$ cat src/rtl/flash_arbiter.sv
// Program-flash arbiter: instruction fetch vs LPM data port.
// Fetch has priority; a saturating starvation counter forces LPM through.
module flash_arbiter #(
  parameter int flash_width  = 10,
  parameter int starve_limit = 4
) (
  input  logic                   clk,
  input  logic                   rst,
  input  logic                   if_req,
  input  logic [flash_width-1:0] if_a,
  output logic                   if_gnt,
  output logic                   if_valid,
  output logic [15:0]            if_d,
  input  logic                   lpm_req,
  input  logic [flash_width:0]   lpm_a,
  output logic                   lpm_gnt,
  output logic                   lpm_valid,
  output logic [7:0]             lpm_d,
  output logic                   mem_ce,
  output logic [flash_width-1:0] mem_a,
  input  logic [15:0]            mem_d
);

  localparam int CW = $clog2(starve_limit + 1);
  localparam logic [CW-1:0] LIMIT = CW'(starve_limit);

  logic [CW-1:0] starve_cnt_q, starve_cnt_d;
  logic          tag_if_q, tag_if_d;
  logic          tag_lpm_q, tag_lpm_d;
  logic          tag_hi_q, tag_hi_d;
  logic          force_lpm;

  assign force_lpm = (starve_cnt_q == LIMIT);

  always_comb begin
    if_gnt  = 1'b0;
    lpm_gnt = 1'b0;
    // Grants are held off while reset is asserted
    if (!rst) begin
      if (if_req && !(lpm_req && force_lpm)) begin
        if_gnt = 1'b1;
      end else if (lpm_req) begin
        lpm_gnt = 1'b1;
      end
    end
  end

  always_comb begin
    mem_a = '0;
    if (if_gnt) begin
      mem_a = if_a;
    end else if (lpm_gnt) begin
      mem_a = lpm_a[flash_width:1];
    end
  end

  assign mem_ce = if_gnt | lpm_gnt;

  always_comb begin
    starve_cnt_d = '0;
    if (lpm_req && !lpm_gnt) begin
      starve_cnt_d = force_lpm ? starve_cnt_q : starve_cnt_q + 1'b1;
    end
  end

  always_comb begin
    tag_if_d  = if_gnt;
    tag_lpm_d = lpm_gnt;
    tag_hi_d  = tag_hi_q;
    if (lpm_gnt) begin
      tag_hi_d = lpm_a[0];
    end
  end

  always_ff @(posedge clk or posedge rst) begin
    if (rst) begin
      starve_cnt_q <= '0;
      tag_if_q     <= 1'b0;
      tag_lpm_q    <= 1'b0;
      tag_hi_q     <= 1'b0;
    end else begin
      starve_cnt_q <= starve_cnt_d;
      tag_if_q     <= tag_if_d;
      tag_lpm_q    <= tag_lpm_d;
      tag_hi_q     <= tag_hi_d;
    end
  end

  assign if_valid  = tag_if_q;
  assign lpm_valid = tag_lpm_q;
  assign if_d      = mem_d;
  // Little-endian: odd byte address takes the high byte
  assign lpm_d     = tag_hi_q ? mem_d[15:8] : mem_d[7:0];

endmodule

$ cat config.mk
export PLATFORM = sky130hd
export DESIGN_NAME = flash_arbiter
export DESIGN_NICKNAME = d
export VERILOG_FILES = /design/src/rtl/flash_arbiter.sv
export SDC_FILE = /design/constraint.sdc
export NUM_CORES = 1
export LEC_CHECK = 0
export BUFFER_PORTS_ARGS = -buffer_cell sky130_fd_sc_hd__buf_2
export CAP_MARGIN = 20
export CORE_MARGIN = 3
export CORE_UTILIZATION = 28
export DETAILED_ROUTE_END_ITERATION = 16
export MAX_ROUTING_LAYER = met4
export PLACE_DENSITY = 0.78
export SLEW_MARGIN = 20
export SYNTH_ARGS = -nofsm -noshare
export SYNTH_HDL_FRONTEND = slang
export SYNTH_SLANG_ARGS = --single-unit
$ cat constraint.sdc
create_clock -name clk -period 1.5 [get_ports clk]
set_clock_uncertainty 0.05 [all_clocks]
set_input_delay 0.15 -clock clk [delete_from_list [all_inputs] [get_ports clk]]
set_output_delay 0.15 -clock clk [all_outputs]
set_load 0.02 [all_outputs]
==> results of run 1 <==
critical path, cell delays in order (launching register included):
cell and delay (ps):
dfrtp_1 390, inv_2 80, ha_4 160, nand2_4 60, a21oi_4 200, buf_6 150
a22o_1 170, buf_6 120
where the power goes:
group / internal, mW / leakage, nW / switching [mW]
clock network: 0.0909 / 0.0138 / 0.0648
registers: 0.177 / 0.0773 / 0.0223
logic: 0.223 / 0.564 / 0.217
total: 0.490 / 0.655 / 0.304
path summary, 6_finish.rpt:
path | endpoint | cells past startpoint | slack, ps | start
worst min register to register | starve_cnt_q[1] | 2 | 540 | starve_cnt_q[1]
worst min-delay path | tag_hi_q | 2 | 100 | lpm_a[0]
max in group asynchronous | tag_hi_q | 4 | 830 | rst
min in group asynchronous | starve_cnt_q[0] | 4 | 430 | rst
worst max-delay path | mem_a[2] | 7 | -300 | starve_cnt_q[0]
worst max register to register | tag_hi_q | 7 | -100 | starve_cnt_q[0]
cells in the mapped netlist (all sizes together):
cell,count,area share
a22o,10,0.14
a21oi,1,0.026
o32ai,2,0.028
nor2,2,0.012
dfrtp,6,0.24
o21ai,1,0.0079
buf,19,0.23
nand2b,1,0.0099
nand2,4,0.028
and3,1,0.018
mux2,9,0.16
nand3,3,0.024
or2,1,0.0099
ha,2,0.040
nor3,1,0.0079
inv,3,0.018
cells by family after synthesis:
family | synth area share
and+or+nand+nor | 0.109
DFF | 0.238
AOI/OAI and AO/OA | 0.202
adders and majority gates | 0.0396
muxes | 0.160
buffers and inverters | 0.251
per-stage QoR:
step / instance area (um2) / total power, mW / worst slack (ps) / cells
5_1_grt: 1190 / 0.843 / -378 / 171
3_5_place_dp: 956 / 0.558 / -133 / 157
3_3_place_gp: 956 / 0.552 / -57.3 / 157
4_1_cts: 1210 / 0.792 / -321 / 171
6_report: 1190 / 0.794 / -299 / 171
2_1_floorplan: 632 / 0.443 / -52.9 / 66
state kept, by name, indices dropped and copies added, names as in the netlist:
signal        count
starve_cnt_q      3
if_valid          1
lpm_valid         1
tag_hi_q          1
repair_timing:
action	4_1_cts	5_1_grt
setup endpoints to repair	22	14
hold endpoints to repair	6	0
resized for setup	39	5
pin swaps	12	6
buffers inserted	10	3
hold buffers	1	0
cloned	2	0
routing by layer:
layer	GRT usage	vias up	part of all wire
li1	-	380	-
met1	0.157	360	0.32
met2	0.316	44	0.57
met3	0.0592	0	0.10
met4	0.0298	0	0
met5	-	-	0
layout make-up:
type | instances | area [um2]
Clock buffer | 3 | 22.5
Fill cell | 175 | 850
Inverter | 3 | 11.3
Multi-Input combinational cell | 39 | 370
Sequential cell | 6 | 151
Tap cell | 27 | 33.8
Timing Repair Buffer | 93 | 603
==> impl_metrics.json, run 1 <==
{
  "portBuffers": 79,
  "leakagePower_nw": 0.655,
  "die_h_um": 53.5,
  "root_buffer": "clkbuf_4",
  "critPathRequiredTime_ps": 1300,
  "vdd_drop_max_mv": 0.367,
  "ant_nets": 0,
  "die-area_mm2": 0.00286,
  "ys_ff_latch": 6,
  "fin_hold_ws_ps": 95.8,
  "drt-initial-drc-count": 7,
  "insertion_delay_ps": 250,
  "clock-sinks": 6,
  "maxSlewViolCount": 0,
  "hold_violations": 0,
  "max_cap_viol_count": 0,
  "hold_class": "in2reg",
  "grt_start_max_net_pins": 10,
  "fmax_mhz": 556,
  "grt_pass1_vias": 710,
  "routed-via-count": 784,
  "gp_congestion": 0.672,
  "detailed_place_hpwl_um": 1750,
  "fin_setup_tns_ps": -3350,
  "violations": "negative setup slack",
  "path_max_fanout": 5,
  "setup_viol": 14,
  "pwr_density_cell_mw_per_mm2": 666,
  "min_period_ps": 1800,
  "clkTransAtPathRegs_ps": 50,
  "cp.arrival_ps": 1600,
  "nets": 189,
  "layout_common_cells": "buf_2, buf_6, a22o_1, buf_4, mux2_2",
  "finalCritPeriodShare": 1.20,
  "n_antenna_cell": 0,
  "timing.final.ws_setup_ps": -299,
  "firstDrtPassIters": 4,
  "cts.path.max_buffers": 2,
  "ys_types": 20,
  "syn_avg_cell_area_um2": 9.57,
  "seq_area_frac_synth": 0.238,
  "cts_tree": "yes",
  "syn2layout_area_growth_pct": 88.7,
  "rsz0062_at_grt": "true",
  "core_area_mm2": 0.00204,
  "maxSlewHeadroom": 0.841,
  "rows": 16,
  "drive_gt1_frac": 0.799,
  "syn-cell-area_um2": 632,
  "wl_per_cell_um": 14.5,
  "numCtsBuffers": 3,
  "fp.dieW_um": 53.5,
  "status": "finished with violations",
  "endpoint_kind": "primary output",
  "grt_overflow": 0,
  "grt_usage": 0.165,
  "final_common_cell": "buf_2",
  "routed_via_density": 4.58,
  "tightestPinTransition_ps": 238,
  "initial_core_util": 0.309,
  "syn_inst": 66,
  "antenna_found_initial": 0,
  "drc": 0,
  "syn-num-nets": 109,
  "fin_util": 0.584,
  "drt_wl_total_um": 2480,
  "grt_pass1_wl_um": 3180,
  "start_kind": "flop",
  "pin_count": 80,
  "cts_max_level": 1,
  "path_class": "reg2out",
  "yosys_warnings": 0
}
Note: power is estimated with default switching activity, not from simulation.
==> run 2, diff against run 1 <==
--- a/config.mk
+++ b/config.mk
@@ -8,10 +8,10 @@
 export BUFFER_PORTS_ARGS = -buffer_cell sky130_fd_sc_hd__buf_2
 export CAP_MARGIN = 20
 export CORE_MARGIN = 3
-export CORE_UTILIZATION = 28
+export CORE_UTILIZATION = 34
 export DETAILED_ROUTE_END_ITERATION = 16
 export MAX_ROUTING_LAYER = met4
-export PLACE_DENSITY = 0.78
+export PLACE_DENSITY = 0.88
 export SLEW_MARGIN = 20
 export SYNTH_ARGS = -nofsm -noshare
 export SYNTH_HDL_FRONTEND = slang
==> constraint.sdc (replaced) <==
create_clock -name clk -period 2.2 [get_ports clk]
set_clock_uncertainty 0.05 [all_clocks]
set_input_delay 0.44 -clock clk [delete_from_list [all_inputs] [get_ports clk]]
set_output_delay 0.44 -clock clk [all_outputs]
set_load 0.01 [all_outputs]
==> impl_metrics.json, run 2 (synthesis results as in run 1) <==
{
  "gp_congestion": 0.837,
  "total_power_mw": 0.447,
  "hold_violations": 0,
  "rsz0062_at_grt": "false",
  "cts_max_level": 1,
  "p_sw_frac": 0.335,
  "cts_tree": "yes",
  "die_h_um": 49.1,
  "fp.dieW_um": 49.1,
  "r2r_setup_slack_ps": 690,
  "drc": 0,
  "drt-initial-drc-count": 6,
  "pin_count": 80,
  "path_class": "reg2out",
  "use_met2": 0.283,
  "multi_input_area_um2": 348,
  "drive_gt1_frac": 0.774,
  "fmax_mhz": 480,
  "ant_nets": 0,
  "nets": 178,
  "top_register": "starve_cnt_q",
  "cp.arrival_ps": 1590,
  "largest_reg_flops": 3,
  "rows": 14,
  "leakagePower_nw": 0.580,
  "routed-via-count": 751,
  "core_area_mm2": 0.00163,
  "vdd_drop_max_mv": 0.381,
  "hold_class": "in2async",
  "intPower_mw": 0.297,
  "numCtsBuffers": 3,
  "cts_hold_buf": 0,
  "fill_cells": 143,
  "finalCritPeriodShare": 0.947,
  "worst_path_largest_cell_delay_ps": 390,
  "insertion_delay_ps": 250,
  "switching_power_mw": 0.150,
  "use_met3": 0.0642,
  "clkPwrFrac": 0.230,
  "layout.cells.non_filler": 157,
  "syn2layout_area_growth_pct": 57.0,
  "grt_overflow": 0,
  "place_area_um2": 910,
  "start_kind": "flop",
  "firstDrtPassIters": 4,
  "critPathRequiredTime_ps": 1710,
  "grt_usage": 0.157,
  "grt.met1_usage": 0.140,
  "n_antenna_cell": 0,
  "path_max_fanout": 7,
  "fin_setup_tns_ps": 0,
  "final_cell_area_um2": 992,
  "grt_pass1_vias": 717,
  "clkTransAtPathRegs_ps": 50,
  "layout_common_cells": "buf_2, mux2_2, a22o_1",
  "antenna_found_initial": 0,
  "endpoint_kind": "primary output",
  "routed_via_density": 4.78,
  "die-area_mm2": 0.00241,
  "portBuffers": 79,
  "maxSlewViolCount": 0,
  "grt_start_max_net_pins": 16,
  "maxSlewHeadroom": 0.770,
  "crit_slowest_cell": "dfrtp_1",
  "pwr_density_cell_mw_per_mm2": 450,
  "wl_per_cell_um": 12.2,
  "status": "finished, final reports clean",
  "regArea_um2": 150,
  "root_buffer": "clkbuf_4",
  "dp_cells": 150,
  "cp_cell_sequence": "inv_2 -> ha_4 -> nand3_1 -> and3_4 -> or2_2 -> buf_2",
  "final_common_cell": "buf_2",
  "max_cap_viol_count": 0,
  "p_comb_frac": 0.469,
  "p_seq_frac": 0.301,
  "clock-sinks": 6,
  "cts.path.max_buffers": 2,
  "detailed_place_hpwl_um": 1610,
  "drt_wl_total_um": 1920,
  "tightestPinTransition_ps": 345,
  "busiest_layer": "met2",
  "setup_viol": 0,
  "min_period_ps": 2080,
  "grt_pass1_wl_um": 2890,
  "initial_core_util": 0.388
}
==> run 2: power by group through the flow <==
stage | logic [mW] | clock network (mW) | registers [mW]
2_1_floorplan | 0.134 | 0 | 0.125
3_3_place_gp | 0.191 | 0 | 0.135
3_5_place_dp | 0.195 | 0 | 0.136
4_1_cts | 0.201 | 0.105 | 0.134
5_1_grt | 0.230 | 0.111 | 0.137
6_report | 0.209 | 0.103 | 0.134
==> run 2: area by class of cell <==
type | count | area share
tap | 24 | 0.0303
multi-input combinational | 39 | 0.351
sequential | 6 | 0.151
clock buffer | 3 | 0.0227
inverter | 3 | 0.0113
timing repair buffer | 82 | 0.434
==> run 2: worst paths after layout <==
kind                            cells past startpoint               to             from
worst max-delay path                                6           mem_ce  starve_cnt_q[0]
max in group asynchronous                           2        lpm_valid              rst
min in group clk                                    2         tag_hi_q         lpm_a[0]
worst max register to register                      6         tag_hi_q  starve_cnt_q[0]
worst min-delay path                                2         if_valid              rst
worst min register to register                      2  starve_cnt_q[0]  starve_cnt_q[0]
==> run 2: worst max-delay path: cells and delay by family (launching register included) <==
kind	cells	cell delay (ps)
adder cells (fa/ha/maj)	1	160
buffers and inverters	2	230
flip-flops	1	390
AND/OR/NAND/NOR	3	570
==> run 2: through the flow <==
| stage | hold WS, ps | utilization | setup WS, ps |
|---|---|---|---|
| after global routing | 138 | 0.609 | 9.07 |
| final | 115 | 0.609 | 116 |
| after detailed placement | 373 | 0.558 | 221 |
| after global placement | 355 | 0.558 | 290 |
| after floorplan | 198 | - | 442 |
| after CTS | 109 | 0.589 | 7.36 |
==> run 2: metal layers <==
metal  routed length, um  part of all wire
met4                  40             0.021
met2                 926              0.48
met1                 662              0.35
met3                 288              0.15
met5                   0                 0
==> run 2: timing repair <==
item / 4_1_cts / 5_1_grt
cloned: 0 / 1
resized for setup: 0 / 5
buffers inserted: 2 / 1
endpoints found under the hold margin: 0 / 0
setup endpoints to repair: 11 / 11
pin swaps: 1 / 1
